### config.mk
export PLATFORM = sky130hd
export DESIGN_NAME = irq_ctrl
export DESIGN_NICKNAME = d
export VERILOG_FILES = /design/src/rtl/irq_ctrl.sv
export SDC_FILE = /design/constraint.sdc
export NUM_CORES = 1
export LEC_CHECK = 0
export CELL_PAD_IN_SITES_DETAIL_PLACEMENT = 1
export CELL_PAD_IN_SITES_GLOBAL_PLACEMENT = 1
export CORE_MARGIN = 2
export CORE_UTILIZATION = 28
export CTS_CLUSTER_DIAMETER = 100
export CTS_CLUSTER_SIZE = 14
export DETAILED_ROUTE_END_ITERATION = 8
export GPL_TIMING_DRIVEN = 0
export PLACE_DENSITY_LB_ADDON = 0.1
export SETUP_SLACK_MARGIN = 0.5
export SLEW_MARGIN = 10
export SYNTH_ARGS = -nofsm -noshare
export SYNTH_HDL_FRONTEND = slang
export SYNTH_SLANG_ARGS = --single-unit
### constraint.sdc
create_clock -name clk -period 3.45 [get_ports clk]
set_clock_uncertainty 0.15 [all_clocks]
set_input_delay 1.035 -clock clk [delete_from_list [all_inputs] [get_ports clk]]
set_output_delay 1.035 -clock clk [all_outputs]
set_load 0.1 [all_outputs]
### src/rtl/irq_ctrl.sv
// irq_ctrl: four-source interrupt controller driving the IRQ input of Control.
// Define IRQ_ROUND_ROBIN_EN for round-robin selection; default is fixed priority.
module irq_ctrl (
   input  logic        clk,
   input  logic        reset,
   input  logic [3:0]  irq_src,
   input  logic        cfg_we,
   input  logic [1:0]  cfg_addr,
   input  logic [31:0] cfg_wdata,
   output logic [31:0] cfg_rdata,
   input  logic        kernel,
   input  logic        pipe_hold,
   input  logic        id_is_branch,
   input  logic        id_is_eret,
   output logic        irq,
   output logic [1:0]  irq_cause,
   output logic        irq_busy
);

   typedef enum logic [2:0] {
      IDLE,
      ARM,
      TAKE,
      SERVICE,
      DRAIN
   } state_t;

   state_t     state, state_n;
   logic [3:0] s1, s2, s3;
   logic [1:0] warm;
   logic [3:0] rise;
   logic [3:0] mask, mask_n;
   logic [3:0] pend, pend_n;
   logic       gie, gie_n;
   logic [3:0] eligible, elig_arm;
   logic [1:0] sel;
   logic       take;
   logic       drain_cnt;
   logic       wr_mask, wr_pend, wr_ctrl;
   logic       unused_wdata;

   assign unused_wdata = ^cfg_wdata[31:4];

   assign wr_mask = cfg_we && (cfg_addr == 2'd0);
   assign wr_pend = cfg_we && (cfg_addr == 2'd1);
   assign wr_ctrl = cfg_we && (cfg_addr == 2'd2);

   always_ff @(posedge clk) begin
      if (reset) begin
         s1   <= '0;
         s2   <= '0;
         s3   <= '0;
         warm <= '0;
      end else begin
         s1 <= irq_src;
         s2 <= s1;
         s3 <= s2;
         if (warm != 2'd3)
            warm <= warm + 2'd1;
      end
   end

   // Edges are ignored until s3 holds real post-reset data, so levels
   // already present at reset release never look like a rise.
   assign rise = (warm == 2'd3) ? (s2 & ~s3) : 4'd0;

   always_comb begin
      mask_n = wr_mask ? cfg_wdata[3:0] : mask;
      gie_n  = wr_ctrl ? cfg_wdata[0] : gie;
      pend_n = (pend & ~(wr_pend ? cfg_wdata[3:0] : 4'd0)) | rise;
   end

   always_ff @(posedge clk) begin
      if (reset) begin
         mask <= '0;
         pend <= '0;
         gie  <= 1'b0;
      end else begin
         mask <= mask_n;
         pend <= pend_n;
         gie  <= gie_n;
      end
   end

   assign eligible = pend & mask & {4{gie}};
   // A MASK/GIE write in flight withdraws the request in the same cycle.
   assign elig_arm = eligible & mask_n & {4{gie_n}};

`ifdef IRQ_ROUND_ROBIN_EN
   logic [1:0] last;
   logic [1:0] idx;

   always_comb begin
      sel = 2'd0;
      idx = 2'd0;
      for (int k = 3; k >= 0; k--) begin
         idx = last + 2'd1 + 2'(k);
         if (elig_arm[idx])
            sel = idx;
      end
   end

   always_ff @(posedge clk) begin
      if (reset)
         last <= 2'd3;
      else if (take)
         last <= sel;
   end
`else
   always_comb begin
      sel = 2'd0;
      for (int k = 3; k >= 0; k--) begin
         if (elig_arm[k])
            sel = 2'(k);
      end
   end
`endif

   always_comb begin
      state_n = state;
      take    = 1'b0;
      unique case (state)
         IDLE: begin
            if ((eligible != 4'd0) && !kernel)
               state_n = ARM;
         end
         ARM: begin
            if (elig_arm == 4'd0) begin
               state_n = IDLE;
            end else if (!pipe_hold && !id_is_branch) begin
               state_n = TAKE;
               take    = 1'b1;
            end
         end
         TAKE:    state_n = SERVICE;
         SERVICE: begin
            if (id_is_eret && !pipe_hold)
               state_n = DRAIN;
         end
         DRAIN: begin
            if (drain_cnt)
               state_n = IDLE;
         end
         default: state_n = IDLE;
      endcase
   end

   always_ff @(posedge clk) begin
      if (reset) begin
         state     <= IDLE;
         irq_cause <= 2'd0;
         drain_cnt <= 1'b0;
      end else begin
         state     <= state_n;
         drain_cnt <= (state == DRAIN) && !drain_cnt;
         if (take)
            irq_cause <= sel;
      end
   end

   assign irq      = (state == TAKE);
   assign irq_busy = (state == TAKE) || (state == SERVICE) ||
                     (state == DRAIN);

   always_comb begin
      cfg_rdata = '0;
      unique case (cfg_addr)
         2'd0: cfg_rdata[3:0] = mask;
         2'd1: cfg_rdata[3:0] = pend;
         2'd2: cfg_rdata[0]   = gie;
         2'd3: begin
            cfg_rdata[4]   = irq_busy;
            cfg_rdata[1:0] = irq_cause;
         end
         default: cfg_rdata = '0;
      endcase
   end

endmodule
## Word level (Yosys, flattened, before mapping)

Cells that the tools add are included.

| word-level totals | value |
|---|---|
| register bits | 29 |
| output and inout bits | 36 |
| word-level logic and storage cells | 72 |
| input port bits | 45 |

| cells by class | value |
|---|---|
| add/sub/neg operators | 1 |
| bitwise logic cells | 9 |
| reduce and logical (&&, ||, !) cells | 18 |
| mux-type cells | 21 |
| equal/unequal tests | 13 |

Operators by type and width:

| cell | number |
|---|---|
| AND 4 bit | 6 |
| 2-to-1 mux 3 bit | 5 |
| case mux 3 bit (5 select lines) | 1 |
| 2-to-1 mux 4 bit | 3 |
| 2-to-1 mux 2 bit | 4 |
| != test 2 bit (second input constant) | 4 |
| NOT 4 bit | 2 |
| logical AND 1 bit | 7 |
| == test 2 bit (second input constant) | 3 |
| == test 3 x 2 -> 1 bit (second input constant) | 2 |
| 2-to-1 mux 1 bit | 5 |
| logical NOT 1 bit | 4 |
| logical NOT 4 bit | 1 |
| OR 4 bit | 1 |
| case mux 1 bit (4 select lines) | 1 |
| case mux 2 bit (2 select lines) | 1 |
| AND reduction 4 bit | 1 |
| nonzero test 4 bit | 1 |
| == test 3 x 1 -> 1 bit (second input constant) | 1 |
| == test 3 bit (second input constant) | 1 |
| logical NOT 3 bit | 1 |
| != test 3 bit (second input constant) | 1 |
| case mux 1 bit (3 select lines) | 1 |
| adder 2 x 1 -> 2 bit (second input constant) | 1 |
| 3 further kinds | 4 |

## Depth between registers and ports, before layout

| depth | value |
|---|---|
| depth after elaboration | 9 |
| mapped depth | 6 |
| mapped depth without buffers | 5 |

## Worst setup path before layout

OpenSTA, ideal clock, no wires.

| path | value |
|---|---|
| path kind | input port to output port |
| from | input cfg_addr[0] |
| to | output cfg_rdata[2] |
| path buffers | 1 |
| cell stages on the path | 3 |
| arrival time | 2.583 ns |
| slack | -0.318 ns |
| path through | buf_2 -> mux2i_1 -> nor2_1 |

| between the ends | value |
|---|---|
| longest elaborated chain between the ends | 2 |
| elaborated cells between the ends (all ways) | 3 |
| classes of those cells | 1 x eq/ne; 1 x mux; 1 x reduce/logical |

RTL lines:

| element | line | source |
|---|---|---|
| start: declaration | 8 | `input logic [1:0] cfg_addr,` |
| == test 2 x 1 -> 1 bit / logical NOT 2 bit (equally long branches) | 167 | `unique case (cfg_addr)` |
| case mux 2 bit (2 select lines) * | 167 |  |
| end: declaration | 10 | `output logic [31:0] cfg_rdata,` |

Every way passes the cells marked *; elsewhere a longest branch is shown, timed or not.

## Final worst setup path

| path | value |
|---|---|
| from | input cfg_addr[1] |
| to | output cfg_rdata[1] |

| between the ends | value |
|---|---|
| longest elaborated chain between the ends | 2 |
| elaborated cells between the ends (all ways) | 4 |
| classes of those cells | 2 x eq/ne; 1 x mux; 1 x reduce/logical |

RTL lines:

| element | line |
|---|---|
| == test 2 bit, or another cell as far along | 167 |
| case mux 1 bit (3 select lines) * | 167 |

Marks and branches as above.

==> results_dict.tcl <==
set metrics [dict create \
    cts.clk_slew.worst_paths_ns 0.06 \
    setup_tns_ns 0 \
    dieArea_um2 6140 \
    ir_drop_mv 0.209 \
    p_leak_nw 1.03 \
    async_flop_share_pct 0 \
    grt.total_usage_pct 13.2 \
    placed_cell_area_um2 2040 \
    cp_max_fo 4 \
    synth_ff_type "dfxtp_1" \
    grt_pass1_wl_mm 6.25 \
    drt_iter0_drc 34 \
    synth_top_cell_area_share_pct 37.5 \
    mostFrequentLayoutCell "buf_4" \
    ys_seq_area_share_pct 37.5 \
    crit_family "buffers and inverters" \
    design_area_um2 2270 \
    maxCapViolations 0 \
    hp-class "reg2reg" \
    gp_congestion 0.757 \
    status "finished, final reports clean" \
    period_share_pct 91.1 \
    yosys_warnings 0 \
    cts_tree "done" \
    grt_overflow 0 \
    h-tree-depth 2 \
    holdWs_ns 0.290 \
    cts_root_buf "clkbuf_8" \
    place_ws_ns -1.01 \
    drive_gt1_share_pct 30.8 \
    vias 1357 \
    hpwl_mm 2.75 \
    power_uw 969 \
    grt_pass1_vias 1338 \
    numCtsBuffers 5 \
    power_density_nw_per_um2 426 \
    cp_slowest_cell "mux2_4" \
    ioPinCount 81 \
    cts_hold_buf 0 \
    min_period_ns 3.14 \
    fp.dieW_um 78.4 \
    slew_headroom_pct 36.2 \
    synth.area.top_cells "dfxtp_1, buf_4, nor2b_1" \
    final_cells 312 \
    clk_latency_ns 0.28 \
    endpoint_kind "output port" \
    fmax_mhz 318 \
    worstPathRequired_ns 2.26 \
    hold_viol 0 \
    grt_max_degree 11 \
    crit_top_cell "buf_12" \
    cpPeakStageDelay_ns 0.29 \
    worst_slew_pin_slew_ns 0.961 \
    critical_path_class "in2out" \
    synth-edff-count 0 \
    synthCells 175 \
    port_buffers 24 \
    placed_cells 297 \
    final_util_pct 41.8 \
    cp.arrival_ns 1.96 \
    clk_path_buf_depth 2 \
    via_per_inst 4.35 \
    cts_sinks 29 \
    antenna_found_initial 0 \
    core-area_um2 5440 \
    syn_avg_cell_area_um2 8.85 \
    rows 27 \
    wl_per_cell_um 11.8 \
    synth_cell_types 45 \
    setup_violations 0 \
    die_h_um 78.4 \
    syn_area_um2 1550 \
    nets 285 \
    ant_nets 0 \
    drc 0 \
    firstDrtPassIters 4 \
    area_growth_syn_to_layout_pct 46.8 \
    critical_path_buf_inv_count 3 \
    synth_top_area_cell "dfxtp_1" \
    rsz0062_at_grt "yes" \
    initial_core_util_pct 28.5 \
    path_cells "buf_8 -> buf_12 -> mux2_4 -> a22o_4 -> buf_12" \
    ys_ff_latch 29 \
    layout_common_cells "buf_4, dfxtp_1, conb_1" \
    wl_mm 3.67 \
    diodes 0 \
    drv_slew 0 \
    setup_ws_ns 0.306 \
    cp-start-kind "primary input" \
]
## report_power, final
group	total, mW	leakage [nW]	internal (mW)	switching (mW)
clock	0.366	0.0574	0.234	0.132
sequential	0.356	0.237	0.349	0.00775
combinational	0.246	0.736	0.0708	0.175
## layer usage
| metal | track usage [%] | up-vias | part of all wire (%) |
|---|---|---|---|
| li1 | - | 676 | - |
| met1 | 15.8 | 634 | 45 |
| met2 | 21.3 | 38 | 47 |
| met3 | 4.48 | 9 | 6.0 |
| met4 | 5.96 | 0 | 2.6 |
| met5 | 0 | - | 0 |
## state kept, by name, indices dropped and copies added (netlist names)
| name | flops |
|---|---|
| mask | 4 |
| pend | 4 |
| s1 | 4 |
| s2 | 4 |
| s3 | 4 |
| state | 3 |
| irq_cause | 2 |
| warm | 2 |
| drain_cnt | 1 |
| gie | 1 |
## cell type report
type / instances / area [um^2]
fill: 643 / 3160
multi-input combinational: 133 / 857
sequential: 29 / 581
timing repair buffer: 31 / 332
buffer: 34 / 277
tap: 72 / 90.1
clock buffer: 6 / 82.6
clock inverter: 2 / 37.5
inverter: 5 / 18.8
## repair_timing
item                       CTS  global route
gates resized for setup     62             9
buffers inserted             5             2
pin swaps                    1             5
cloned                       0             0
setup endpoints to repair   10             4
## worst reg2reg max path: stages, from the launching register on
cell and delay (ns):
dfxtp_1 0.40, and3_1 0.23, a22o_2 0.29, a211o_1 0.28
a211oi_2 0.30, mux2_1 0.35
## worst paths after layout
check / from / endpoint / slack, ns / depth (start not counted)
hold / removal: s1[2] / s2[2] / 0.29 / 1
hold reg to reg: s1[2] / s2[2] / 0.29 / 1
setup reg to reg: gie / state[0] / 1.35 / 5
setup / recovery: cfg_addr[1] / cfg_rdata[1] / 0.31 / 5
## cells by family (layout without fill, tap and decap cells)
| family | after synthesis | after routing | share of synthesized area [%] |
|---|---|---|---|
| xor gates and xnor gates | 1 | 1 | 0.566 |
| buffers and inverters | 39 | 78 | 17.1 |
| AOI/OAI and AO/OA | 35 | 35 | 15.0 |
| adders and majority gates | 1 | 1 | 0.808 |
| and+or+nand+nor | 62 | 62 | 23.3 |
| other | 1 | 27 | 0.242 |
| muxes | 7 | 7 | 5.49 |
| DFF | 29 | 29 | 37.5 |
## synth_stat cells, types with 3 or more instances
cell / instances
dfxtp_1: 29
buf_4: 27
nand2_1: 15
a21oi_1: 13
nor2b_1: 13
nor2_1: 11
o21ai_0: 7
nand3b_1: 6
inv_1: 5
mux2i_1: 4
clkbuf_1: 3
(Power assumes the default switching activity.)
